File: src/rtl/blvds_link_responder_if.sv
// Signal bundle between the BLVDS link responder and the host logic around it.
// slave is the responder side; master is the host/buffer side.
interface blvds_link_responder_if;
    logic        din;
    logic        oe;
    logic        doutp;
    logic [15:0] rx_data;
    logic        rx_valid;
    logic        rx_err;
    logic        tmo;
    logic [15:0] tx_data;
    logic        tx_valid;
    logic        tx_ready;
    logic        busy;

    modport slave (
        input  din, tx_data, tx_valid,
        output oe, doutp, rx_data, rx_valid, rx_err, tmo, tx_ready, busy
    );

    modport master (
        output din, tx_data, tx_valid,
        input  oe, doutp, rx_data, rx_valid, rx_err, tmo, tx_ready, busy
    );
endinterface

File: src/rtl/blvds_link_responder.sv
// Half-duplex BLVDS command/response responder: receives a 16-bit command frame,
// waits for a response word, then drives it back after a bus-turnaround gap.
//
// state       | meaning
// ------------+------------------------------------------------------------
// S_IDLE      | line idle; hunt_q qualifies a start bit at its mid-point
// S_RX_BITS   | sampling 16 data bits and the stop bit at mid-bit
// S_WAIT_RESP | tx_ready high, waiting for a response or the timeout
// S_GAP       | turnaround idle before driving the line
// S_TX_BITS   | driving start, 16 data bits MSB first, stop
module blvds_link_responder #(
    parameter int CLKS_PER_BIT = 4,
    parameter int GAP_BITS     = 2,
    parameter int TIMEOUT_BITS = 64
) (
    input  logic                  clk,
    input  logic                  rst,
    blvds_link_responder_if.slave bus
);
    localparam int TMO_CYC = TIMEOUT_BITS * CLKS_PER_BIT;
    localparam int GAP_CYC = GAP_BITS * CLKS_PER_BIT;
    localparam int TMR_M1  = (TMO_CYC > GAP_CYC) ? TMO_CYC : GAP_CYC;
    localparam int TMR_MAX = (TMR_M1 > CLKS_PER_BIT) ? TMR_M1 : CLKS_PER_BIT;
    localparam int TMR_W   = $clog2(TMR_MAX + 1);

    typedef enum logic [2:0] {
        S_IDLE,
        S_RX_BITS,
        S_WAIT_RESP,
        S_GAP,
        S_TX_BITS
    } state_t;

    state_t           state_q;
    logic             sync1_q;
    logic             dsync_q;
    logic             dsync_prev_q;
    logic             hunt_q;
    logic [TMR_W-1:0] tmr_q;
    logic [4:0]       bit_q;
    logic [15:0]      rx_sh_q;
    logic [15:0]      rx_data_q;
    logic [17:0]      tx_sh_q;
    logic             oe_q;
    logic             doutp_q;
    logic             tx_ready_q;
    logic             busy_q;
    logic             rx_valid_q;
    logic             rx_err_q;
    logic             tmo_q;

    logic             tmr_tc;
    logic             dsync_rise;
    logic             handshake;
    logic [TMR_W-1:0] tmr_dec;

    assign tmr_tc     = (tmr_q == '0);
    assign tmr_dec    = tmr_q - TMR_W'(1);
    assign dsync_rise = dsync_q & ~dsync_prev_q;
    assign handshake  = tx_ready_q & bus.tx_valid;

    // Our own transmission must never look like an incoming frame.
    always_ff @(posedge clk) begin
        if (rst) begin
            sync1_q      <= 1'b0;
            dsync_q      <= 1'b0;
            dsync_prev_q <= 1'b0;
        end else begin
            sync1_q      <= bus.din & ~oe_q;
            dsync_q      <= sync1_q;
            dsync_prev_q <= dsync_q;
        end
    end

    always_ff @(posedge clk) begin
        if (rst) begin
            state_q    <= S_IDLE;
            hunt_q     <= 1'b0;
            tmr_q      <= '0;
            bit_q      <= '0;
            rx_sh_q    <= '0;
            rx_data_q  <= '0;
            tx_sh_q    <= '0;
            oe_q       <= 1'b0;
            doutp_q    <= 1'b0;
            tx_ready_q <= 1'b0;
            busy_q     <= 1'b0;
            rx_valid_q <= 1'b0;
            rx_err_q   <= 1'b0;
            tmo_q      <= 1'b0;
        end else begin
            rx_valid_q <= 1'b0;
            rx_err_q   <= 1'b0;
            tmo_q      <= 1'b0;
            case (state_q)
                S_IDLE: begin
                    if (hunt_q) begin
                        if (tmr_tc) begin
                            hunt_q <= 1'b0;
                            if (dsync_q) begin
                                state_q <= S_RX_BITS;
                                busy_q  <= 1'b1;
                                tmr_q   <= TMR_W'(CLKS_PER_BIT - 1);
                                bit_q   <= 5'd16;
                            end
                        end else begin
                            tmr_q <= tmr_dec;
                        end
                    end else if (dsync_rise) begin
                        hunt_q <= 1'b1;
                        tmr_q  <= TMR_W'(CLKS_PER_BIT / 2 - 1);
                    end
                end

                S_RX_BITS: begin
                    if (!tmr_tc) begin
                        tmr_q <= tmr_dec;
                    end else if (bit_q != 5'd0) begin
                        rx_sh_q <= {rx_sh_q[14:0], dsync_q};
                        bit_q   <= bit_q - 5'd1;
                        tmr_q   <= TMR_W'(CLKS_PER_BIT - 1);
                    end else if (!dsync_q) begin
                        rx_data_q  <= rx_sh_q;
                        rx_valid_q <= 1'b1;
                        state_q    <= S_WAIT_RESP;
                        tmr_q      <= TMR_W'(TMO_CYC);
                    end else begin
                        rx_err_q <= 1'b1;
                        state_q  <= S_IDLE;
                        busy_q   <= 1'b0;
                    end
                end

                // Entry cycle carries rx_valid; tx_ready opens on the cycle after,
                // so the timer is loaded one count long to give a full window.
                S_WAIT_RESP: begin
                    if (handshake) begin
                        tx_sh_q    <= {1'b1, bus.tx_data, 1'b0};
                        tx_ready_q <= 1'b0;
                        state_q    <= S_GAP;
                        tmr_q      <= TMR_W'(GAP_CYC - 1);
                    end else if (tmr_tc) begin
                        tmo_q      <= 1'b1;
                        tx_ready_q <= 1'b0;
                        state_q    <= S_IDLE;
                        busy_q     <= 1'b0;
                    end else begin
                        tx_ready_q <= 1'b1;
                        tmr_q      <= tmr_dec;
                    end
                end

                S_GAP: begin
                    if (tmr_tc) begin
                        state_q <= S_TX_BITS;
                        oe_q    <= 1'b1;
                        doutp_q <= tx_sh_q[17];
                        tx_sh_q <= {tx_sh_q[16:0], 1'b0};
                        bit_q   <= 5'd17;
                        tmr_q   <= TMR_W'(CLKS_PER_BIT - 1);
                    end else begin
                        tmr_q <= tmr_dec;
                    end
                end

                S_TX_BITS: begin
                    if (!tmr_tc) begin
                        tmr_q <= tmr_dec;
                    end else if (bit_q != 5'd0) begin
                        doutp_q <= tx_sh_q[17];
                        tx_sh_q <= {tx_sh_q[16:0], 1'b0};
                        bit_q   <= bit_q - 5'd1;
                        tmr_q   <= TMR_W'(CLKS_PER_BIT - 1);
                    end else begin
                        oe_q    <= 1'b0;
                        doutp_q <= 1'b0;
                        state_q <= S_IDLE;
                        busy_q  <= 1'b0;
                    end
                end

                default: begin
                    state_q    <= S_IDLE;
                    hunt_q     <= 1'b0;
                    oe_q       <= 1'b0;
                    doutp_q    <= 1'b0;
                    tx_ready_q <= 1'b0;
                    busy_q     <= 1'b0;
                end
            endcase
        end
    end

    assign bus.oe       = oe_q;
    assign bus.doutp    = doutp_q;
    assign bus.rx_data  = rx_data_q;
    assign bus.rx_valid = rx_valid_q;
    assign bus.rx_err   = rx_err_q;
    assign bus.tmo      = tmo_q;
    assign bus.tx_ready = tx_ready_q;
    assign bus.busy     = busy_q;
endmodule

File: src/flat_wrapper.sv
// flat-port wrapper written by rule: the top's interface ports become plain ports
module blvds_link_responder_flat 
#(
    parameter int CLKS_PER_BIT = 4,
    parameter int GAP_BITS     = 2,
    parameter int TIMEOUT_BITS = 64
)
  (clk, rst, bus_din, bus_tx_data, bus_tx_valid, bus_oe, bus_doutp, bus_rx_data, bus_rx_valid, bus_rx_err, bus_tmo, bus_tx_ready, bus_busy);
  blvds_link_responder_if bus_i ();
  input  logic clk;
  input  logic rst;
  input wire logic [$bits(bus_i.din)-1:0] bus_din;
  input wire logic [$bits(bus_i.tx_data)-1:0] bus_tx_data;
  input wire logic [$bits(bus_i.tx_valid)-1:0] bus_tx_valid;
  output wire logic [$bits(bus_i.oe)-1:0] bus_oe;
  output wire logic [$bits(bus_i.doutp)-1:0] bus_doutp;
  output wire logic [$bits(bus_i.rx_data)-1:0] bus_rx_data;
  output wire logic [$bits(bus_i.rx_valid)-1:0] bus_rx_valid;
  output wire logic [$bits(bus_i.rx_err)-1:0] bus_rx_err;
  output wire logic [$bits(bus_i.tmo)-1:0] bus_tmo;
  output wire logic [$bits(bus_i.tx_ready)-1:0] bus_tx_ready;
  output wire logic [$bits(bus_i.busy)-1:0] bus_busy;
  assign bus_i.din = bus_din;
  assign bus_i.tx_data = bus_tx_data;
  assign bus_i.tx_valid = bus_tx_valid;
  assign bus_oe = bus_i.oe;
  assign bus_doutp = bus_i.doutp;
  assign bus_rx_data = bus_i.rx_data;
  assign bus_rx_valid = bus_i.rx_valid;
  assign bus_rx_err = bus_i.rx_err;
  assign bus_tmo = bus_i.tmo;
  assign bus_tx_ready = bus_i.tx_ready;
  assign bus_busy = bus_i.busy;
  blvds_link_responder #(.CLKS_PER_BIT(CLKS_PER_BIT), .GAP_BITS(GAP_BITS), .TIMEOUT_BITS(TIMEOUT_BITS)) u_core (.clk(clk), .rst(rst), .bus(bus_i));
endmodule
File: config.mk
export PLATFORM = sky130hd
export DESIGN_NAME = blvds_link_responder_flat
export DESIGN_NICKNAME = d
export VERILOG_FILES = /design/src/rtl/blvds_link_responder_if.sv /design/src/rtl/blvds_link_responder.sv /design/src/flat_wrapper.sv
export SDC_FILE = /design/constraint.sdc
export NUM_CORES = 1
export LEC_CHECK = 0
export ABC_CLOCK_PERIOD_IN_PS = 3050
export CORE_ASPECT_RATIO = 1.4
export CORE_MARGIN = 2
export CORE_UTILIZATION = 58
export CTS_BUF_LIST = sky130_fd_sc_hd__clkbuf_2
export DETAILED_ROUTE_END_ITERATION = 10
export GPL_TIMING_DRIVEN = 0
export PLACE_DENSITY = 0.82
export SLEW_MARGIN = 30
export SYNTH_ARGS = -nofsm -noshare
export SYNTH_HDL_FRONTEND = slang
export SYNTH_SLANG_ARGS = --single-unit
File: constraint.sdc
create_clock -name clk -period 3.05 [get_ports clk]
set_clock_uncertainty 0.15 [all_clocks]
set_input_delay 0.61 -clock clk [delete_from_list [all_inputs] [get_ports clk]]
set_output_delay 0.61 -clock clk [all_outputs]
set_load 0.03 [all_outputs]
==> results.md <==
* Status: completed
* Clock sinks at 77
* RSZ-0062 raised after global routing: no
* Layout cells sized above 1 at 0.0971
* CP cell instances: inv_1 -> ha_1 -> nor4b_4 -> nand3_1 -> nor4_4 -> buf_2 -> nand2_1 -> a21oi_1
* Core area at 6250 um2
* Gr usage total at 0.290
* Row cnt at 34
* Slew at the pin closest to its max-slew limit at 0.731 ns
* WHS at between 0.3 and 0.4 ns
* Initial antenna violation count at 0
* Max-slew violation count at 0
* Mapped Cells at between 400 and 500
* Crit path max fanout at 10
* Antenna Cells at 0
* Die Area at 7150 um2
* CTS tree: yes
* Number of flops mapped to enable cells by yosys at 0
* Vias in the first global route at ~3.6k
* Commonest non-fill, non-tap cell in the layout: nand2_1
* VDD IR max at roughly 0.58 mV
* Post-Syn Area at between 3000 and 4000 um2
* Hold path cells at 2
* Crit path time final at ~2.6 ns
* Highest-count cells in the layout ignoring fill and taps: 97 x nand2_1, 77 x dfxtp_1, 50 x a21oi_1, 41 x clkdlybuf4s50_1, 38 x nor2_1
* DRT antenna net count at 0
* Die W at ~70 um
* Post-CTS setup buffer count at 0
* Main synth FF type: dfxtp_1
* Syn nets at about 490
* Critical path arrival at 2.99 ns
* PortBufs at 41
* Synth area leaders: dfxtp_1 41%, nand2_1 9.7%, a21oi_1 6.7%, nor2_1 3.8%, a311oi_1 3.7%
* Post-synth top area share at 0.410
* Sequential cell area fraction in the yosys report at 0.410
* Slew headroom at 0.508
* H-tree depth at 3
* Worst-Skew Late Latency at 0.54 ns
* Worst Setup Path Type: register to register
* Syn_area_per_cell at roughly 8 um2
* Global-route wire length before repair at about 17,000 um
* Cts bufs inserted at 9
* Leak at roughly 1.5 nW
* # hold bufs at CTS at 0
* Count of nets after finishing at between 500 and 600
* Hold WC Path Type: register to register
* Yosys cell types at 65
* Crit path required time at around 3.4 ns
* Largest net degree at the start of global routing at 16
* Setup TNS at 0 ns
* Pre-antenna DRT Iters at 6
* Post-CTS sizing at 0
* DIE HEIGHT at 99.3 um
* CTS max path bufs at 2
* Pwr Density at roughly 720 nW/um2
* Initial Util at 0.601
* Max-Cap Viols at 0
* Critical path launch point type: register
* Reg2reg setup slack at a little over 0.4 ns
* Clk root buf: clkbuf_2
* Drt wl/cell at 16.5 um
* DRC viols at 0
* Final worst-path cycle share at 0.868
* R2R depth at 8
* Largest area contributor in the netlist: dfxtp_1
* Final setup fails at 0
* Max incr delay on CP at 0.48 ns
* Fmax at ~380 MHz
* Gpl congestion at approximately 0.94
* Routed wire length at approximately 9800 um
* Crit end category: register
* IO Pins at 43
* Grt total ovfl at 0
* Final HPWL DP at 7050 um
* DR iter-0 viols at 287
* Slowest CP cell: nor4b_4
* Post-synth ARST share at 0
* Clock slew at reported path FFs at 0.24 ns
* Hold Fails Final Rpt at 0
* Via density at roughly 6
* Area Overhead vs Synth at 16.0%
* Vias at between 3k and 4k
* FF+latch count, synth at 77
* Yosys warnings at 0
## critical path: cells and delay by family (launching register included)
kind / cells / cell delay (ns)
buf+inv: 2 / 0.36
compound gates: 1 / 0.15
fa+ha+maj: 1 / 0.21
flops: 1 / 0.39
simple gates: 4 / 1.34
## cell families (layout without fill, tap and decap cells)
logic type / after synthesis / count (layout) / share of synthesized area
and+or+nand+nor: 211 / 211 / 0.279
AOI/OAI and AO/OA: 126 / 126 / 0.228
DFF: 77 / 77 / 0.410
buffers and inverters: 47 / 104 / 0.0629
adders and majority gates: 3 / 3 / 0.00998
xor gates and xnor gates: 2 / 2 / 0.00466
muxes: 2 / 2 / 0.00532
## final cells by class
type	instances	area (um2)
Multi-Input combinational cell	344	1980
Fill cell	537	1890
Sequential cell	77	1540
Timing Repair Buffer	41	410
Buffer	37	199
Tap cell	72	90.1
Clock inverter	7	57.6
Clock buffer	9	45.0
Inverter	10	37.5
## Yosys cell counts, drive strengths merged (4+ instances only)
cell    instances
dfxtp          77
buf            18
o22ai           4
nor4            6
o311ai          5
nand3b          5
o211ai          7
a311oi         16
nand2b          6
nor3            7
nand3          25
a211oi          7
o21ai          11
clkbuf         19
inv            10
a21oi          51
nand2          97
nor2           39
## metrics by stage
stage | worst slack (ns) | area [um2] | power, mW | instances | util
finish | 0.403 | 4360 | 3.13 | 597 | 0.698
global route | 0.149 | 4360 | 3.31 | 597 | 0.698
CTS | 0.380 | 4360 | 3.10 | 597 | 0.698
detailed placement | 0.444 | 4260 | 2.59 | 581 | 0.681
global placement | 0.527 | 4260 | 2.57 | 581 | 0.681
floorplan | 0.917 | 3760 | 2.22 | 468 | -
## layer usage
metal	vias to the layer above	wire (um)	GRT usage
li1	1779	-	-
met1	1748	4060	0.346
met2	133	5020	0.499
met3	18	575	0.0334
met4	0	184	0.155
met5	-	0	0
## path summary, 6_finish.rpt
path,from,endpoint
worst max-delay path,u_core.bit_q[0],u_core.bus.rx_data[9]
worst max register to register,u_core.bit_q[0],u_core.bus.rx_data[9]
worst min register to register,u_core.bus.rx_data[5],u_core.bus.rx_data[5]
worst min-delay path,u_core.bus.rx_data[5],u_core.bus.rx_data[5]
## registers in the layout, indices dropped and copies added, names as in the netlist, 3 cells and up
name                count
u_core.tx_sh_q         17
u_core.bus.rx_data     16
u_core.rx_sh_q         16
u_core.tmr_q            9
u_core.bit_q            5
u_core.state_q          3
## power breakdown
part | switching (mW) | internal, mW
clock | 0.396 | 0.119
sequential | 0.0529 | 1.07
combinational | 0.955 | 0.543
Power figures use the tool's default switching activity.
